[config.mk]
export PLATFORM = sky130hd
export DESIGN_NAME = seg_scan_capture
export DESIGN_NICKNAME = d
export VERILOG_FILES = /design/src/rtl/seg_scan_pkg.sv /design/src/rtl/seg_glyph_decode.sv /design/src/rtl/seg_scan_capture.sv
export SDC_FILE = /design/constraint.sdc
export NUM_CORES = 1
export LEC_CHECK = 0
export CAP_MARGIN = 15
export CORE_ASPECT_RATIO = 1.1
export CORE_MARGIN = 2
export CORE_UTILIZATION = 32
export CTS_CLUSTER_SIZE = 14
export DETAILED_ROUTE_END_ITERATION = 10
export PLACE_DENSITY = 0.49
export REMOVE_ABC_BUFFERS = 1
export SETUP_SLACK_MARGIN = 0.1
export SYNTH_ARGS = -nofsm -noshare
export SYNTH_HDL_FRONTEND = slang
export SYNTH_SLANG_ARGS = --single-unit
[constraint.sdc]
create_clock -name clk -period 4.2 [get_ports clk]
set_input_delay 0.63 -clock clk [delete_from_list [all_inputs] [get_ports clk]]
set_output_delay 0.63 -clock clk [all_outputs]
set_load 0.01 [all_outputs]
[src/rtl/seg_scan_pkg.sv]
// Shared types and constants for the 7-segment scan capture block.
package seg_scan_pkg;

   typedef enum logic [1:0] {
      StHunt,
      StWaitDig,
      StWaitBlank
   } scan_state_e;

   localparam int unsigned DIG_IDX_W = 2;
   localparam logic [3:0]  AN_BLANK  = 4'b1111;

   // Active-high {a,b,c,d,e,f,g} glyphs, entry i is hex digit i.
   localparam logic [15:0][6:0] GLYPHS = {
      7'h47, 7'h4F, 7'h3D, 7'h4E, 7'h1F, 7'h77, 7'h7B, 7'h7F,
      7'h70, 7'h5F, 7'h5B, 7'h33, 7'h79, 7'h6D, 7'h30, 7'h7E
   };

endpackage

[src/rtl/seg_glyph_decode.sv]
// Combinational decode of an active-low segment pattern into a hex character.
module seg_glyph_decode
   import seg_scan_pkg::*;
(
   input  logic [6:0] seg,
   output logic       valid,
   output logic [3:0] hex
);

   logic [6:0] lit;
   assign lit = ~seg;

   always_comb begin
      valid = 1'b0;
      hex   = 4'h0;
      for (int i = 0; i < 16; i++) begin
         if (lit == GLYPHS[i]) begin
            valid = 1'b1;
            hex   = 4'(i);
         end
      end
   end

endmodule

[src/rtl/seg_scan_capture.sv]
// Receives the multiplexed 4-digit 7-segment bus and rebuilds the displayed hex frame.
// Define SEG_SCAN_FRAME_CNT_EN to add the saturating frame_count output.
module seg_scan_capture
   import seg_scan_pkg::*;
#(
   parameter int unsigned STABLE_CYCLES  = 8,
   parameter int unsigned TIMEOUT_CYCLES = 4096
) (
   input  logic        clk,
   input  logic        reset_sync,
   input  logic [3:0]  an,
   input  logic [6:0]  seg,
   output logic [15:0] frame_chars,
   output logic        frame_valid,
   output logic        bad_seg,
   output logic        scan_err,
   output logic        timeout
`ifdef SEG_SCAN_FRAME_CNT_EN
   ,
   output logic [15:0] frame_count
`endif
);

   localparam int unsigned TMR_W      = $clog2(TIMEOUT_CYCLES + 1);
   localparam logic [7:0]  STABLE_CNT = 8'(STABLE_CYCLES);

   logic [3:0] an_meta_q, an_sync_q, an_prev_q;
   logic [6:0] seg_meta_q, seg_sync_q, seg_prev_q;
   logic [7:0] stable_cnt_q, stable_cnt_d;
   logic       settled, multi_low, dig_hit, tmo_hit;
   logic [DIG_IDX_W-1:0] dig_j, dig_q, dig_d, sample_idx;
   scan_state_e state_q, state_d;
   logic [TMR_W-1:0] timer_q, timer_d;
   logic       sample, err_d, tmo_d, glyph_valid;
   logic [3:0] glyph_hex, sample_hex;
   logic [15:0] shadow_q, frame_chars_q;
   logic       frame_valid_q, bad_seg_q, scan_err_q, timeout_q;

   // Synchronisers reset to the blank bus so reset never looks like a digit.
   always_ff @(posedge clk or posedge reset_sync) begin
      if (reset_sync) begin
         an_meta_q  <= AN_BLANK;
         an_sync_q  <= AN_BLANK;
         an_prev_q  <= AN_BLANK;
         seg_meta_q <= 7'h7F;
         seg_sync_q <= 7'h7F;
         seg_prev_q <= 7'h7F;
      end else begin
         an_meta_q  <= an;
         an_sync_q  <= an_meta_q;
         an_prev_q  <= an_sync_q;
         seg_meta_q <= seg;
         seg_sync_q <= seg_meta_q;
         seg_prev_q <= seg_sync_q;
      end
   end

   always_comb begin
      stable_cnt_d = stable_cnt_q;
      if ({an_sync_q, seg_sync_q} != {an_prev_q, seg_prev_q}) begin
         stable_cnt_d = 8'd0;
      end else if (stable_cnt_q != STABLE_CNT) begin
         stable_cnt_d = stable_cnt_q + 8'd1;
      end
   end

   assign settled   = (stable_cnt_q == STABLE_CNT);
   assign multi_low = ($countones(~an_sync_q) > 1);
   assign tmo_hit   = (state_q != StHunt) && (timer_q == TMR_W'(TIMEOUT_CYCLES - 1));

   always_comb begin
      dig_hit = 1'b1;
      dig_j   = '0;
      case (an_sync_q)
         4'b1110: dig_j = 2'd0;
         4'b1101: dig_j = 2'd1;
         4'b1011: dig_j = 2'd2;
         4'b0111: dig_j = 2'd3;
         default: dig_hit = 1'b0;
      endcase
   end

   seg_glyph_decode u_decode (
      .seg   (seg_sync_q),
      .valid (glyph_valid),
      .hex   (glyph_hex)
   );

   assign sample_hex = glyph_valid ? glyph_hex : 4'h0;

   // Priority: anode fault, then timeout, then normal scan progress.
   always_comb begin
      state_d    = state_q;
      dig_d      = dig_q;
      sample     = 1'b0;
      sample_idx = dig_q;
      err_d      = 1'b0;
      tmo_d      = 1'b0;
      if (multi_low) begin
         err_d   = 1'b1;
         state_d = StHunt;
      end else begin
         unique case (state_q)
            StHunt: begin
               if (settled && an_sync_q == 4'b1110) begin
                  sample     = 1'b1;
                  sample_idx = '0;
                  dig_d      = '0;
                  state_d    = StWaitBlank;
               end
            end
            StWaitBlank: begin
               if (tmo_hit) begin
                  tmo_d   = 1'b1;
                  state_d = StHunt;
               end else if (an_sync_q == AN_BLANK) begin
                  dig_d   = dig_q + 2'd1;
                  state_d = StWaitDig;
               end
            end
            StWaitDig: begin
               if (settled && dig_hit && dig_j != dig_q) begin
                  err_d   = 1'b1;
                  state_d = StHunt;
               end else if (tmo_hit) begin
                  tmo_d   = 1'b1;
                  state_d = StHunt;
               end else if (settled && dig_hit) begin
                  sample  = 1'b1;
                  state_d = StWaitBlank;
               end
            end
            default: state_d = StHunt;
         endcase
      end
   end

   assign timer_d = (state_d != state_q || state_d == StHunt) ? '0 : timer_q + TMR_W'(1);

   always_ff @(posedge clk or posedge reset_sync) begin
      if (reset_sync) begin
         state_q       <= StHunt;
         dig_q         <= '0;
         timer_q       <= '0;
         stable_cnt_q  <= 8'd0;
         shadow_q      <= 16'h0000;
         frame_chars_q <= 16'h0000;
         frame_valid_q <= 1'b0;
         bad_seg_q     <= 1'b0;
         scan_err_q    <= 1'b0;
         timeout_q     <= 1'b0;
      end else begin
         state_q       <= state_d;
         dig_q         <= dig_d;
         timer_q       <= timer_d;
         stable_cnt_q  <= stable_cnt_d;
         frame_valid_q <= sample && (sample_idx == 2'd3);
         bad_seg_q     <= sample && !glyph_valid;
         scan_err_q    <= err_d;
         timeout_q     <= tmo_d;
         if (sample) begin
            shadow_q[{sample_idx, 2'b00} +: 4] <= sample_hex;
            if (sample_idx == 2'd3) begin
               frame_chars_q <= {sample_hex, shadow_q[11:0]};
            end
         end
      end
   end

   assign frame_chars = frame_chars_q;
   assign frame_valid = frame_valid_q;
   assign bad_seg     = bad_seg_q;
   assign scan_err    = scan_err_q;
   assign timeout     = timeout_q;

`ifdef SEG_SCAN_FRAME_CNT_EN
   logic [15:0] frame_cnt_q;

   always_ff @(posedge clk or posedge reset_sync) begin
      if (reset_sync) begin
         frame_cnt_q <= 16'h0000;
      end else if (frame_valid_q && frame_cnt_q != 16'hFFFF) begin
         frame_cnt_q <= frame_cnt_q + 16'd1;
      end
   end

   assign frame_count = frame_cnt_q;
`endif

endmodule

==> impl_results.md, run 1 <==
* Top Usage Layer GRT: met2
* Yosys reg bits at 90
* Post-synth top cells: 57 x dfrtp_1, 33 x dfstp_2, 26 x nand2_1
* Final Skew at 0.009041 ns
* Worst path top cell family by delay: simple AND/OR/NAND/NOR gates
* Final ANT Viol Nets at 0
* I/O pins at 33
* Initial Utilization at 32.87%
* Layout fillers at 1305
* Net switching power at 0.3975 mW
* Die Wd at 115.1 um
* # rows at 44
* Synth area leaders: dfrtp_1 33%, dfstp_2 20%, xor2_1 4.8%
* Combinational share of power at 4.8%
* DP HPWL at 5.920 mm
* N_diodes at 0
* Global-route wire length before repair at 14.56 mm
* Max-cap violations at 0
* P_int at 1.371 mW
* DR vias at 2903
* Total Routing Usage GR at 12.78%
* Crit Path Category: reg2reg
* Slew Limit Headroom at 42.20%
* Synth Instances at 377
* Crit path max-delay cell type: dfstp_2
* Clk Latency, worst-skew pair at 0.35 ns
* Sequential Power Share at 52.0%
* Routed wire length at 8.522 mm
* Crit path launch type: register
* WP buf/inv at 2
* CTS tree: done
* Pwr dens at 346.9 nW/um^2
* Setup violators final at 0
* Post-synth EDFFs at 0
* Worst-case clock buffer depth at 2
* Critical path capture point type: register
* Class of the worst hold path: reg2reg
* RR Endpoint: shadow_q[5]$_DFFE_PP0P_
* M1 GR Usage at 17.07%
* Yosys top cell by area: dfrtp_1
* Slew Viols, Final at 0
* GRT met2 Usage at 19.48%
* Largest net degree at the start of global routing at 37
* Reg2Reg Launch Point: an_sync_q[3]$_DFF_PP1_
* Vias in the first global route at 2973
* Initial antenna violation count at 0
* Fmax at 310.4 MHz
* First drt pass iteration count at 6
* Post-cts sizing count at 0
* Synth unique cells at 66
* Outcome: finished, final reports clean
* Clock transition at path regs at 0.06 ns
* Post-CTS repair timing setup buffer count at 0
* Nets at 436
* Clock group share of total power at 43.2%
* H-tree Lvls at 3
* R2R depth at 11
* Share of layout cells above drive strength 1 at 18.89%
* Hold_sp: seg_meta_q[0]$_DFF_PP1_
* Drt via density at 5.057
* CP required at 4.48 ns
* CP cell instances: inv_1 > fa_1 > a21oi_1 > buf_4 > nand3_1 > nand2_1 > ha_1 > nor2b_1 > nand4_1 > nor4_1 > a22o_1
* Setup tns final at 0 ns
* Final hold slack at 0.3535 ns
* Switching portion of total power at 22.47%
* RSZ-0062 raised after global routing: false
* Slowest Stage Delay on Critical Path at 0.64 ns
* Fin crit period at 3.221 ns
* Final hold vios at 0
* Peak VDD IR at 0.2037 mV
* Hold depth at 0
* Top-count cell post-synth: dfrtp_1
* IO buf count at 32
* DRT iter0 DRCs at 141
* Hold Crit Endpoint: seg_sync_q[0]$_DFF_PP1_
* Total CTS buffers at 9
* Chip height at 126.2 um
* Ys async rst share at 100.0%
* Leak at 2.199 nW
* Post-Syn Area per Cell at 11.52 um^2
* P&R area growth vs syn at 17.43%
* Slew @ Worst Pin at 0.8557 ns
* Warnings, synthesis at 0
* Post-synthesis sequential area ratio at 52.81%
* Clock root cell: clkbuf_16
* Clk sink count at 90
* Share of the synthesized area in the top cell type at 32.84%
* Gp weighted congestion at 0.7936
* Core footprint at 13210 um^2
* Drt drc at 0
* Arrival time worst endpoint at 3.51 ns
* Finished Core Util at 38.60%
* Reg2Reg Setup Slack at 0.98 ns
* Period utilization at 76.70%
* Die Area at 14520 um^2
* Grt ovf at 0
* Top_reg_cell synth: dfrtp_1
* Max FO, Critical Path at 13
* Wire per inst at 14.85 um
* Post-Synthesis Cell Area at 4343 um^2
* Post-CTS Hold Fix Bufs at 0
* Met3 usage at 3.513%
placed cells by master, fill, tap and decap left out, drive strengths merged, types with 3 or more instances in the layout:
cell type / n
a21oi: 8
a22o: 4
and3: 7
and4: 3
buf: 5
clkbuf: 14
clkdlybuf4s50: 32
clkinv: 3
dfrtp: 57
dfstp: 33
ha: 14
inv: 17
mux2: 16
nand2: 28
nand2b: 3
nand3: 17
nand3b: 4
nand4: 9
nor2: 16
nor2b: 4
nor3: 15
nor3b: 6
nor4: 4
o211ai: 3
o21ai: 10
o2bb2ai: 8
xnor2: 6
xor2: 24
how the worst max path moves through the flow:
stage                                       from                      end  cells past startpoint
after floorplan           an_sync_q[0]$_DFF_PP1_  shadow_q[4]$_DFFE_PP0P_                     10
final                     an_sync_q[3]$_DFF_PP1_  shadow_q[5]$_DFFE_PP0P_                     11
after detailed placement  an_sync_q[0]$_DFF_PP1_  shadow_q[5]$_DFFE_PP0P_                     11
after CTS                 an_sync_q[3]$_DFF_PP1_  shadow_q[5]$_DFFE_PP0P_                     11
after global routing      an_sync_q[3]$_DFF_PP1_  shadow_q[6]$_DFFE_PP0P_                     11
after global placement    an_sync_q[3]$_DFF_PP1_  shadow_q[7]$_DFFE_PP0P_                     11
worst register-to-register path: cells and delay by family (launching register included):
family,cells,cell delay (ns)
AND/OR/NAND/NOR,5,1.16
AO/OA/AOI/OAI,2,0.29
adder cells (fa/ha/maj),2,0.82
buffers and inverters,2,0.25
flip-flops,1,0.64
flip-flops by register name, summed over array words and instances, names as in the netlist, 2 cells and up:
name and flops:
dig_q 2, seg_sync_q 7, state_q 2, seg_prev_q 7, an_prev_q 4, timer_q 13
an_sync_q 4, stable_cnt_q 8, seg_meta_q 7, an_meta_q 4, shadow_q 12, frame_chars 16
per-layer routing:
layer  routed length (um)  share of wire [%]  vias up
met1                 4150                 49     1424
met3                  283                3.3       13
met4                  170                2.0        0
met2                 3918                 46       47
li1                     -                  -     1419
met5                    0                  0        -
layout make-up:
type | count | area, um^2 | share of cell area [%]
clock buffer | 14 | 265.3 | 5.201
multi-input combinational | 252 | 1899 | 37.24
sequential | 90 | 2293 | 44.97
timing repair buffer | 37 | 357.8 | 7.017
tap | 161 | 201.4 | 3.950
clock inverter | 2 | 13.76 | 0.2699
inverter | 18 | 68.82 | 1.349
kinds of logic after synthesis:
logic type	count (synthesis)	share of synthesized area [%]
flops	90	52.81
xor+xnor	30	6.050
compound gates	63	11.81
buf+inv	35	3.457
mux	16	4.927
fa+ha+maj	16	4.754
simple gates	127	16.19
through the flow:
stage               power (mW)  setup slack (ns)  instances  instance area, um^2
floorplan               0.9820             1.238        360                 4260
detailed placement       1.021            0.9996        558                 4821
CTS                      1.804            0.9956        574                 5100
finish                   1.769            0.9787        574                 5100
global placement         1.019             1.139        558                 4821
global route             1.845            0.6867        574                 5100
power by group through the flow:
stage | Sequential, mW | Clock, mW | Combinational [mW]
finish | 0.920 | 0.765 | 0.0845
global route | 0.923 | 0.827 | 0.0949
CTS | 0.920 | 0.797 | 0.0869
detailed placement | 0.935 | 0 | 0.0865
global placement | 0.934 | 0 | 0.0851
floorplan | 0.929 | 0 | 0.0533
Note: power is estimated with default switching activity, not from simulation.
==> inputs of run 2 (changes only) <==
- clock period: 4.2 -> 3.4 ns (I/O delays scaled with it)
==> impl_results.md, run 2 (synthesized netlist as in run 1, its figures left out) <==
* Initial antenna violation count at 0
* Post-cts sizing count at 0
* Total Routing Usage GR at 13.19%
* Arrival time worst endpoint at 3.13 ns
* Leak at 2.212 nW
* Clock root cell: clkbuf_16
* Nets at 438
* Period utilization at 85.34%
* Initial Utilization at 32.87%
* DRT iter0 DRCs at 158
* Crit path launch type: register
* Critical path capture point type: register
* R2R depth at 9
* Routed wire length at 8.526 mm
* Non-Filler Instances at 576
* Chip height at 126.2 um
* N_diodes at 0
* Grt ovf at 0
* Clk sink count at 90
* RR Endpoint: frame_chars[13]$_DFFE_PP0P_
* Class of the worst hold path: reg2reg
* Hold Crit Endpoint: seg_sync_q[1]$_DFF_PP1_
* Max-cap violations at 0
* Slew Limit Headroom at 58.04%
* CTS tree: done
* Die Area at 14520 um^2
* Post-CTS Hold Fix Bufs at 0
* Final hold vios at 0
* CP required at 3.63 ns
* Slowest Stage Delay on Critical Path at 0.65 ns
* First drt pass iteration count at 4
* DR vias at 2948
* Vias in the first global route at 3016
* Total CTS buffers at 9
* Worst-case clock buffer depth at 2
* Slew Viols, Final at 0
* Combinational share of power at 4.9%
* Final Skew at 0.009922 ns
* Peak VDD IR at 0.3028 mV
* Global-route wire length before repair at 15.19 mm
* Final hold slack at 0.3542 ns
* Share of layout cells above drive strength 1 at 20.00%
* Hold_sp: seg_meta_q[1]$_DFF_PP1_
* Crit path max-delay cell type: dfstp_2
* Wire per inst at 14.80 um
* Crit Path Category: reg2reg
* CP dominant cell by count: inv_1
* Fmax at 344.6 MHz
* I/O pins at 33
* Clk Latency, worst-skew pair at 0.35 ns
* Clock transition at path regs at 0.06 ns
* Drt drc at 0
* Placed instance area at 4848 um^2
* Most common cell after layout, fill and taps aside: dfrtp_1
* Final ANT Viol Nets at 0
* Die Wd at 115.1 um
* Pwr dens at 422.1 nW/um^2
* Sequential Power Share at 52.6%
* Drt via density at 5.118
* RSZ-0062 raised after global routing: false
* Clock group share of total power at 42.5%
* Reg2Reg Launch Point: an_sync_q[3]$_DFF_PP1_
* Post-CTS repair timing setup buffer count at 0
* Core footprint at 13210 um^2
* H-tree Lvls at 3
* Power Total at 2.160 mW
* Outcome: finished, final reports clean
* DP HPWL at 5.755 mm
* Net switching power at 0.5117 mW
* P_int at 1.648 mW
* Largest net degree at the start of global routing at 37
* # rows at 44
* Commonest cells after routing, fill and taps aside: 57 x dfrtp_1, 33 x dfstp_2, 32 x clkdlybuf4s50_1
* Switching portion of total power at 23.69%
* Setup violators final at 0
* Max FFs per register at 16
* Fin area at 5117 um^2
* Max FO, Critical Path at 17
* P&R area growth vs syn at 17.83%
* IO buf count at 32
* Slew @ Worst Pin at 0.6286 ns
* Hold depth at 0
* Setup tns final at 0 ns
* Gp weighted congestion at 0.8752
* Placed Instances at 560
* Reg2Reg Setup Slack at 0.50 ns
* Fin crit period at 2.902 ns
* CP cell instances: inv_1 > fa_1 > a21oi_1 > nand3_1 > nand2_1 > inv_1 > ha_1 > nand2_4 > mux2_2
run 2: changes by cell type in the layout (fill, tap and decap cells not counted), sizes merged:
cell	change
buf	+2
inv	+2
clkbuf	-5
clkinvlp	+1
clkinv	+2
run 2: routing by layer:
layer	global-route usage, %	part of all wire (%)
met1	17.91	48
met2	20.00	47
met3	2.551	2.9
met4	6.662	2.3
met5	0	0
run 2: worst max-delay path, delay by kind of cell (launching register included):
| family | cells | cell delay, ns |
|---|---|---|
| DFF | 1 | 0.65 |
| buffers and inverters | 2 | 0.16 |
| and+or+nand+nor | 3 | 0.69 |
| AOI/OAI and AO/OA | 1 | 0.21 |
| muxes | 1 | 0.37 |
| adders and majority gates | 2 | 0.70 |
run 2: area by class of cell:
class	count	area, um^2
clock buffers	9	225.2
clock inverters	7	43.79
fillers	1293	8095
inverters	18	68.82
multi-input cells	252	1899
flip-flops and latches	90	2293
well taps	161	201.4
repair buffers	39	385.4
run 2: worst max-delay path by stage:
stage	startpoint	end	cells past startpoint
3_3_place_gp	an_sync_q[3]$_DFF_PP1_	frame_chars[4]$_DFFE_PP0P_	8
2_1_floorplan	an_sync_q[0]$_DFF_PP1_	shadow_q[4]$_DFFE_PP0P_	10
5_1_grt	an_sync_q[3]$_DFF_PP1_	frame_chars[2]$_DFFE_PP0P_	8
3_5_place_dp	an_sync_q[3]$_DFF_PP1_	frame_chars[7]$_DFFE_PP0P_	8
4_1_cts	an_sync_q[3]$_DFF_PP1_	frame_chars[9]$_DFFE_PP0P_	9
6_report	an_sync_q[3]$_DFF_PP1_	frame_chars[13]$_DFFE_PP0P_	9
run 2: power groups by stage:
stage	registers, mW	clock network (mW)	logic (mW)
floorplan	1.15	0	0.0659
global placement	1.15	0	0.107
detailed placement	1.15	0	0.109
CTS	1.14	0.956	0.109
global route	1.14	1.00	0.121
finish	1.14	0.918	0.106
run 2: metrics by stage:
step           setup slack, ns  utilization (%)
3_3_place_gp            0.5508            36.70
4_1_cts                 0.4943            38.73
5_1_grt                 0.2519            38.73
2_1_floorplan           0.4382                -
3_5_place_dp            0.5006            36.70
6_report                0.4984            38.73
==> inputs of run 3 (changes only) <==
- GPL_TIMING_DRIVEN: default -> 0
==> impl_results.md, run 3 (synthesized netlist as in run 1, its figures left out) <==
* Layout fillers at 1284
* Setup ws final at 0.3491 ns
* Largest net degree at the start of global routing at 68
* CP cell instances: inv_1 > fa_1 > a21oi_4 > nand3_1 > nand2_1 > ha_1 > nor2b_1 > nand4_1 > nor4_4 > a22o_1
* Placed Instances at 554
* Class of the worst hold path: reg2reg
* Worst path top cell family by delay: simple AND/OR/NAND/NOR gates
* CP required at 3.68 ns
* Final hold vios at 0
* Die Area at 14520 um^2
* Gp weighted congestion at 0.7965
* Max-cap violations at 0
* Nets at 433
* Clk Latency, worst-skew pair at 0.34 ns
* Clk sink count at 90
* Outcome: finished, final reports clean
* Clock root cell: clkbuf_16
* Crit Path Category: reg2reg
* Critical path capture point type: register
* Setup violators final at 0
* Most common cell after layout, fill and taps aside: dfrtp_1
* Chip height at 126.2 um
* WP buf/inv at 1
* Slowest Stage Delay on Critical Path at 0.65 ns
* Drt via density at 4.960
* Max FFs per register at 16
* Initial antenna violation count at 0
* Setup WS pre-CTS at -0.3286 ns
* Drt drc at 0
* Period utilization at 89.73%
* Crit path launch type: register
* Final Skew at 0.008822 ns
* I/O pins at 33
* Grt ovf at 0
* Arrival time worst endpoint at 3.33 ns
* Vias in the first global route at 2919
* Crit path max-delay cell type: dfstp_2
* IO buf count at 32
* Fmax at 327.8 MHz
* # rows at 44
* Slew Limit Headroom at 41.24%
* Wire per inst at 14.15 um
* RSZ-0062 raised after global routing: false
* DR vias at 2832
* Pwr dens at 419.0 nW/um^2
* H-tree Lvls at 3
* Routed wire length at 8.077 mm
* Global-route wire length before repair at 14.15 mm
* First drt pass iteration count at 4
* Die Wd at 115.1 um
* Commonest cells after routing, fill and taps aside: 57 x dfrtp_1, 33 x dfstp_2, 32 x clkdlybuf4s50_1
* Peak VDD IR at 0.3075 mV
* N_diodes at 0
* Worst-case clock buffer depth at 2
* Total CTS buffers at 9
* DP HPWL at 5.524 mm
* Max FO, Critical Path at 13
* Leak at 2.196 nW
* Initial Utilization at 32.87%
* Share of layout cells above drive strength 1 at 19.51%
* Post-CTS Hold Fix Bufs at 0
* Slew Viols, Final at 0
* Final ANT Viol Nets at 0
* DRT iter0 DRCs at 223
* Clock transition at path regs at 0.07 ns
* P&R area growth vs syn at 17.95%
* Fin crit period at 3.051 ns
* Slew @ Worst Pin at 0.8798 ns
* Total Routing Usage GR at 12.28%
* Setup tns final at 0 ns
* CTS tree: done
* Core footprint at 13210 um^2
* Non-Filler Instances at 571
[run 3: worst reg2reg max path, stage by stage (launching register included)]
cell	delay, ns
dfstp_2	0.65
inv_1	0.08
fa_1	0.50
a21oi_4	0.30
nand3_1	0.26
nand2_1	0.20
ha_1	0.16
nor2b_1	0.18
nand4_1	0.18
nor4_4	0.31
a22o_1	0.20
[run 3: power by group]
group / switching (mW) / internal, mW / total (mW)
Sequential: 0.0263 / 1.11 / 1.14
Combinational: 0.0623 / 0.0458 / 0.108
Clock: 0.407 / 0.496 / 0.903
[run 3: metrics by stage]
stage	hold WS [ns]	util (%)	power [mW]	instance area (um^2)
2_1_floorplan	0.3452	-	1.213	4260
3_3_place_gp	0.3453	36.19	1.254	4782
3_5_place_dp	0.3468	36.46	1.261	4817
4_1_cts	0.3558	38.59	2.189	5099
5_1_grt	0.3573	38.77	2.250	5122
6_report	0.3548	38.77	2.146	5122
[run 3: final timing paths]
path                                               from                     endpoint  slack (ns)  depth (start not counted)
worst max-delay path             an_sync_q[3]$_DFF_PP1_      shadow_q[6]$_DFFE_PP0P_        0.35                         10
max in group asynchronous                    reset_sync      seg_prev_q[2]$_DFF_PP1_        2.28                          3
worst min-delay path            seg_meta_q[4]$_DFF_PP1_      seg_sync_q[4]$_DFF_PP1_        0.35                          0
worst min register to register  seg_meta_q[4]$_DFF_PP1_      seg_sync_q[4]$_DFF_PP1_        0.35                          0
min in group asynchronous                    reset_sync  frame_chars[12]$_DFFE_PP0P_        0.49                          2
worst max register to register   an_sync_q[3]$_DFF_PP1_      shadow_q[6]$_DFFE_PP0P_        0.35                         10
[run 3: cell type report]
cell class,count,area (um^2),area share (%)
clock buffers,10,229.0,4.470
clock inverters,6,42.54,0.8305
inverters,18,70.07,1.368
multi-input cells,252,1931,37.69
flip-flops and latches,90,2293,44.77
well taps,161,201.4,3.933
repair buffers,34,355.3,6.937
[run 3: per-layer routing]
layer  share of wire (%)  track usage, %
met1                  51           17.02
met2                  44           18.37
met3                 2.6           2.454
met4                 2.2           5.741
met5                   0               0
[run 3: what timing repair did]
action,in CTS,in global routing
buffers inserted,0,0
gates cloned,0,0
setup endpoints to repair,21,11
hold endpoints to repair,0,0
pin swaps,0,0
resized for setup,2,2
